$ cat config.mk
export PLATFORM = sky130hd
export DESIGN_NAME = elevator_call_panel
export DESIGN_NICKNAME = d
export VERILOG_FILES = /design/src/rtl/elevator_pkg.sv /design/src/rtl/elevator_call_panel_btn_debounce.sv /design/src/rtl/elevator_call_panel.sv
export SDC_FILE = /design/constraint.sdc
export NUM_CORES = 1
export LEC_CHECK = 0
export ABC_AREA = 1
export CELL_PAD_IN_SITES_DETAIL_PLACEMENT = 0
export CELL_PAD_IN_SITES_GLOBAL_PLACEMENT = 1
export CORE_MARGIN = 4
export CORE_UTILIZATION = 30
export CTS_CLUSTER_SIZE = 25
export DETAILED_ROUTE_END_ITERATION = 10
export GPL_ROUTABILITY_DRIVEN = 0
export PLACE_DENSITY_LB_ADDON = 0.05
export SYNTH_ARGS = -nofsm -noshare
export SYNTH_HDL_FRONTEND = slang
export SYNTH_HIERARCHICAL = 1
export SYNTH_SLANG_ARGS = --single-unit
$ cat constraint.sdc
create_clock -name clk -period 3.18 [get_ports clk]
set_clock_uncertainty 0.1 [all_clocks]
set_input_delay 0.636 -clock clk [delete_from_list [all_inputs] [get_ports clk]]
set_output_delay 0.636 -clock clk [all_outputs]
set_load 0.02 [all_outputs]
$ cat src/rtl/elevator_pkg.sv
// Shared constants for the elevator call panel and the controller display.
package elevator_pkg;

    localparam int N_CALL = 4;

    // Call index to floor-bit position: F1, F3, F6, F8.
    localparam logic [2:0] FLOOR_BIT [N_CALL] = '{3'd0, 3'd2, 3'd5, 3'd7};

    // Seven-segment floor digits 1..8 (gfedcba), shared with the controller display.
    localparam logic [6:0] FLOOR_SEG [8] = '{
        7'h06, 7'h5B, 7'h4F, 7'h66, 7'h6D, 7'h7D, 7'h07, 7'h7F
    };

    // Spread a per-call-index set into floor-bit space.
    function automatic logic [7:0] to_floor_bits(input logic [N_CALL-1:0] idx_set);
        logic [7:0] f;
        f = '0;
        for (int i = 0; i < N_CALL; i++) begin
            f[FLOOR_BIT[i]] = idx_set[i];
        end
        return f;
    endfunction

endpackage

$ cat src/rtl/elevator_call_panel_btn_debounce.sv
// Two-flop synchroniser plus counting debouncer; emits a one-cycle pulse on an accepted press.
module btn_debounce #(
    parameter int DEBOUNCE_CYCLES = 50000,
    parameter int CNT_W           = 16
) (
    input  logic clk,
    input  logic rst_n,
    input  logic raw,
    output logic rise
);

    localparam logic [CNT_W-1:0] CNT_LAST = CNT_W'(DEBOUNCE_CYCLES - 1);

    logic             sync1;
    logic             sync2;
    logic             stable;
    logic [CNT_W-1:0] cnt;

    // Synchronise, count consecutive disagreeing cycles, and accept the new level after the window.
    always_ff @(posedge clk) begin
        if (!rst_n) begin
            sync1  <= 1'b0;
            sync2  <= 1'b0;
            stable <= 1'b0;
            cnt    <= '0;
            rise   <= 1'b0;
        end else begin
            sync1 <= raw;
            sync2 <= sync1;
            rise  <= 1'b0;
            if (sync2 == stable) begin
                cnt <= '0;
            end else if (cnt == CNT_LAST) begin
                stable <= sync2;
                cnt    <= '0;
                rise   <= sync2;
            end else begin
                cnt <= cnt + 1'b1;
            end
        end
    end

endmodule

$ cat src/rtl/elevator_call_panel.sv
// Hall/car call front end: debounced presses latch floor requests, service at the floor clears them.
module elevator_call_panel
    import elevator_pkg::*;
#(
    parameter int DEBOUNCE_CYCLES = 50000,
    parameter int CNT_W           = 16
) (
    input  logic       clk,
    input  logic       rst_n,
    input  logic       power_on,
    input  logic [3:0] hall_btn,
    input  logic [3:0] car_btn,
    input  logic [7:0] cur_floor,
    input  logic       door_open_st,
    output logic [7:0] req_floor,
    output logic [3:0] hall_lamp,
    output logic [3:0] car_lamp,
    output logic       req_any,
    output logic       req_pulse
);

    logic [N_CALL-1:0] hall_rise;
    logic [N_CALL-1:0] car_rise;
    logic [N_CALL-1:0] svc;
    logic [N_CALL-1:0] pending;
    logic [N_CALL-1:0] pending_nxt;
    logic [N_CALL-1:0] hall_nxt;
    logic [N_CALL-1:0] car_nxt;

    for (genvar g = 0; g < N_CALL; g++) begin : g_btn
        btn_debounce #(
            .DEBOUNCE_CYCLES(DEBOUNCE_CYCLES),
            .CNT_W          (CNT_W)
        ) u_hall (
            .clk  (clk),
            .rst_n(rst_n),
            .raw  (hall_btn[g]),
            .rise (hall_rise[g])
        );

        btn_debounce #(
            .DEBOUNCE_CYCLES(DEBOUNCE_CYCLES),
            .CNT_W          (CNT_W)
        ) u_car (
            .clk  (clk),
            .rst_n(rst_n),
            .raw  (car_btn[g]),
            .rise (car_rise[g])
        );
    end

    // A floor is serviced only by an exact one-hot match with the door open.
    always_comb begin
        svc = '0;
        for (int i = 0; i < N_CALL; i++) begin
            svc[i] = door_open_st && (cur_floor == (8'd1 << FLOOR_BIT[i]));
        end
    end

    // Service wins over a press at the same index; presses elsewhere still land.
    always_comb begin
        pending_nxt = pending;
        hall_nxt    = hall_lamp;
        car_nxt     = car_lamp;
        for (int i = 0; i < N_CALL; i++) begin
            if (svc[i]) begin
                pending_nxt[i] = 1'b0;
                hall_nxt[i]    = 1'b0;
                car_nxt[i]     = 1'b0;
            end else begin
                if (hall_rise[i]) begin
                    pending_nxt[i] = 1'b1;
                    hall_nxt[i]    = 1'b1;
                end
                if (car_rise[i]) begin
                    pending_nxt[i] = 1'b1;
                    car_nxt[i]     = 1'b1;
                end
            end
        end
    end

    // Register request state and all outputs; power-off holds everything cleared.
    always_ff @(posedge clk) begin
        if (!rst_n || !power_on) begin
            pending   <= '0;
            hall_lamp <= '0;
            car_lamp  <= '0;
            req_floor <= '0;
            req_any   <= 1'b0;
            req_pulse <= 1'b0;
        end else begin
            pending   <= pending_nxt;
            hall_lamp <= hall_nxt;
            car_lamp  <= car_nxt;
            req_floor <= to_floor_bits(pending_nxt);
            req_any   <= |pending_nxt;
            req_pulse <= |(pending_nxt & ~pending);
        end
    end

endmodule

==> out/summary.log <==
qor: sta.max_transition_viols_final 0
qor: flow_run.max-cap-violations 0
qor: detailed_routing.detail_route.drc_violations 0
qor: detailed_routing.drtAntennaViolNets 0
qor: clocking.post_cts_resized 0
qor: power.peakVddDrop 286 uV
qor: detailed_routing.drt_wl_total 18.2 mm
qor: sta.setup_tns 0 ns
qor: power.switching_power 986 uW
qor: die.chipWidth 177 microns
qor: setup_path.cp-end-kind output port
qor: clocking.cts_tree yes
qor: setup_path.regToRegSetupSlack 1.59 ns
qor: placement.dpl.hpwl 13.6 mm
qor: final_layout.sequential_cell_area 0.00348 sq mm
qor: final_layout.syn_to_final_growth 14.2%
qor: detailed_routing.vias_after_detailed_routing 6770
qor: grt.grt_overflow_total 0
qor: sta.final_setup_violation_count 0
qor: die.floorplan.die.height 177 microns
qor: yosys.post_synthesis_sequential_element_count 174
qor: grt.antenna_found_initial 1
qor: setup_path.critical_path.startpoint_type flip-flop
qor: detailed_routing.drt_first_iter_violations 311
qor: clocking.numCtsBuffers 17
qor: final_layout.fin_area 0.00976 sq mm
qor: clocking.clk_pin_slew 0.07 ns
qor: yosys.synth_largest_area_cell sky130_fd_sc_hd__dfxtp_1
qor: grt.first_pass_grt_wire_length 31.9 mm
qor: final_layout.multiInputGateArea 0.00420 sq mm
qor: yosys.seq_area_frac_synth 40.7%
qor: run_status.status completed
qor: setup_path.slowest_stage sky130_fd_sc_hd__clkdlybuf4s50_1
qor: power.seqPwrFrac 50.8%
qor: grt.groute.usage.overall 12.5%
qor: yosys.synth_top_area_share 40.7%
qor: clocking.cts.htree.levels 4
qor: sta.finalCritPeriodShare 68.2%
qor: setup_path.cp_top_family buffers and inverters
qor: yosys.synth.lib_cells_used.distinct 28
qor: hold_path.timing.hold.worst_endpoint g_btn[2].u_hall/sync2$_SDFF_PN0_
qor: die.design.core.area 0.0279 sq mm
qor: sta.final.hold.worst_slack 0.311 ns
qor: yosys.yosys-top-cells-area sky130_fd_sc_hd__dfxtp_1 (41%), sky130_fd_sc_hd__nand2_1 (13%), sky130_fd_sc_hd__nor2_2 (8.3%)
qor: power.static_leak 3.57 nW
qor: hold_path.min_delay_path_depth 2
qor: power.power_report.internal_total 3.34 mW
qor: clocking.cts_max_path_buffers 2
qor: die.initial_core_util 30.6%
qor: detailed_routing.drt-pass1-iter-count 4
qor: detailed_routing.route.detailed.wl_per_inst 11.2 microns
qor: setup_path.reg2regPathDepth 6
qor: die.fp.dieArea 0.0313 sq mm
qor: placement.postPlaceCellArea 0.00919 sq mm
qor: final_layout.post_route_cells_drive_above_1_share 15.5%
qor: setup_path.cp_data_required_time 2.44 ns
qor: clocking.clock_insertion_delay_worst_skew 0.42 ns
qor: final_layout.layout_common_cells sky130_fd_sc_hd__nand2_1 (287), sky130_fd_sc_hd__inv_1 (177), sky130_fd_sc_hd__dfxtp_1 (174)
qor: clocking.buffers_inserted_during_post_cts_setup_optimization 0
qor: clocking.holdBufCountCts 0
qor: clocking.tritoncts_num_sinks 174
qor: detailed_routing.drt-vias-per-instance 4.16
qor: sta.rsz0062_at_grt no
qor: yosys.yosys_warnings 6
qor: clocking.cts_root_buf sky130_fd_sc_hd__clkbuf_16
qor: final_layout.antenna_cells_inserted 0
qor: hold_path.hp-start g_btn[2].u_hall/sync1$_SDFF_PN0_
qor: power.power_per_cell_area 443 mW/mm^2
qor: hold_path.hp_class reg2reg
qor: power.clock_power_share 47.1%
qor: setup_path.cp_slowest_stage_delay 0.63 ns
qor: setup_path.critPathMaxFanout 2
qor: setup_path.worstReg2RegStart g_btn[3].u_hall/cnt[0]$_SDFF_PP0_
qor: placement.numPortBuffers 33
qor: setup_path.critical_path_buf_inv_count 1
qor: sta.max_clock_freq 461 MHz
qor: power.pwr-share-comb 2.1%
qor: final_layout.nets 1266
qor: grt.first_global_vias 6537
qor: sta.finalCriticalPeriod 2.17 ns
qor: final_layout.nFillCells 3094
qor: sta.hold_viol 0
qor: yosys.post_synth_instance_area 0.00855 sq mm
qor: power.switching_share 22.8%
qor: setup_path.end_of_the_worst_register_to_register_path g_btn[3].u_hall/cnt[15]$_SDFF_PP0_
qor: grt.grt_start_max_net_pins 26
qor: die.pin_count 38
qor: setup_path.critical_path_arrival 1.43 ns
qor: final_layout.mostFrequentLayoutCell sky130_fd_sc_hd__nand2_1
qor: setup_path.timing_worst_setup_path_type reg2out
qor: yosys.syn_area_per_cell 7.16 sq um
qor: setup_path.critical_path.cell_chain clkdlybuf4s50_1
qor: yosys.post_synth_inst_count 1194
qor: die.number_of_placement_rows 61
through the flow:
| step | util, % | power (mW) | instances | worst slack (ns) |
|---|---|---|---|---|
| after global routing | 34.9 | 4.54 | 1629 | 0.943 |
| after CTS | 34.9 | 4.44 | 1629 | 0.962 |
| after floorplan | - | 2.31 | 1197 | 1.77 |
| after global placement | 32.9 | 2.34 | 1597 | 0.937 |
| final | 34.9 | 4.33 | 1629 | 1.01 |
| after detailed placement | 32.9 | 2.34 | 1597 | 0.906 |
power by group through the flow:
stage / clock network [mW] / logic [mW] / registers (mW)
5_1_grt: 2.24 / 0.105 / 2.20
3_3_place_gp: 0 / 0.0948 / 2.25
3_5_place_dp: 0 / 0.0949 / 2.25
2_1_floorplan: 0 / 0.0654 / 2.25
6_report: 2.04 / 0.0928 / 2.20
4_1_cts: 2.15 / 0.0953 / 2.20
sequential cells by signal, indices dropped and copies added (netlist names):
register             cells
req_any                  1
g_btn.u_hall/sync2       4
g_btn.u_hall/sync1       4
hall_lamp                4
g_btn.u_car/stable       4
g_btn.u_hall/cnt        64
g_btn.u_hall/stable      4
g_btn.u_car/sync2        4
car_lamp                 4
g_btn.u_hall/rise        4
g_btn.u_car/rise         4
g_btn.u_car/cnt         64
pending                  4
req_pulse                1
g_btn.u_car/sync1        4
worst max-delay path by stage:
stage | startpoint | to | slack (ns) | depth (start not counted)
floorplan | cur_floor[6] | req_any$_SDFF_PP0_ | 1.77 | 8
global placement | rst_n | g_btn[0].u_car/cnt[2]$_SDFF_PP0_ | 0.94 | 6
detailed placement | rst_n | g_btn[0].u_car/cnt[2]$_SDFF_PP0_ | 0.91 | 6
CTS | pending[3]$_SDFF_PP0_ | req_floor[7] | 0.96 | 1
global route | hall_lamp[0]$_SDFFE_PP0P_ | hall_lamp[0] | 0.94 | 1
finish | car_lamp[1]$_SDFFE_PP0P_ | car_lamp[1] | 1.01 | 1
layout make-up:
type,count,area share [%]
clock inverters,14,1.35
clock buffers,18,4.50
flip-flops and latches,174,35.7
inverters,185,7.11
well taps,378,4.84
multi-input cells,826,43.1
repair buffers,34,3.46
cells in the mapped netlist:
master,count
sky130_fd_sc_hd__ha_1,8
sky130_fd_sc_hd__nor2_1,130
sky130_fd_sc_hd__a21oi_2,7
sky130_fd_sc_hd__o21bai_1,1
sky130_fd_sc_hd__dfxtp_1,174
sky130_fd_sc_hd__nand3_1,81
sky130_fd_sc_hd__xor2_1,33
sky130_fd_sc_hd__nand2_2,17
sky130_fd_sc_hd__buf_4,4
sky130_fd_sc_hd__nand2_4,8
sky130_fd_sc_hd__nand2_1,287
sky130_fd_sc_hd__inv_1,177
sky130_fd_sc_hd__inv_2,7
sky130_fd_sc_hd__nor3b_2,1
sky130_fd_sc_hd__buf_6,1
sky130_fd_sc_hd__a21oi_1,46
sky130_fd_sc_hd__buf_12,7
sky130_fd_sc_hd__nor2_4,7
sky130_fd_sc_hd__nor2_2,113
sky130_fd_sc_hd__and2_1,1
sky130_fd_sc_hd__o21ai_0,14
sky130_fd_sc_hd__nand4_1,40
sky130_fd_sc_hd__clkinv_1,1
sky130_fd_sc_hd__nand3b_1,1
sky130_fd_sc_hd__nor3_1,9
sky130_fd_sc_hd__conb_1,1
sky130_fd_sc_hd__or2_2,1
sky130_fd_sc_hd__xnor2_1,17
cell families after synthesis:
family	count (synthesis)	share of synthesized area (%)
AND/OR/NAND/NOR	696	38.4
flip-flops	174	40.7
AO/OA/AOI/OAI	68	4.32
XOR/XNOR	50	5.12
buffers and inverters	197	10.2
adder cells (fa/ha/maj)	8	1.17
other	1	0.0439
per-layer routing:
layer | global-route usage [%] | routed length (microns) | vias to the layer above
met5 | 0 | 7 | -
met4 | 3.09 | 80 | 2
met2 | 19.2 | 7870 | 38
met3 | 3.65 | 601 | 4
met1 | 17.3 | 9610 | 2957
li1 | - | - | 3769
No activity file was read; power rests on OpenSTA's default activity.
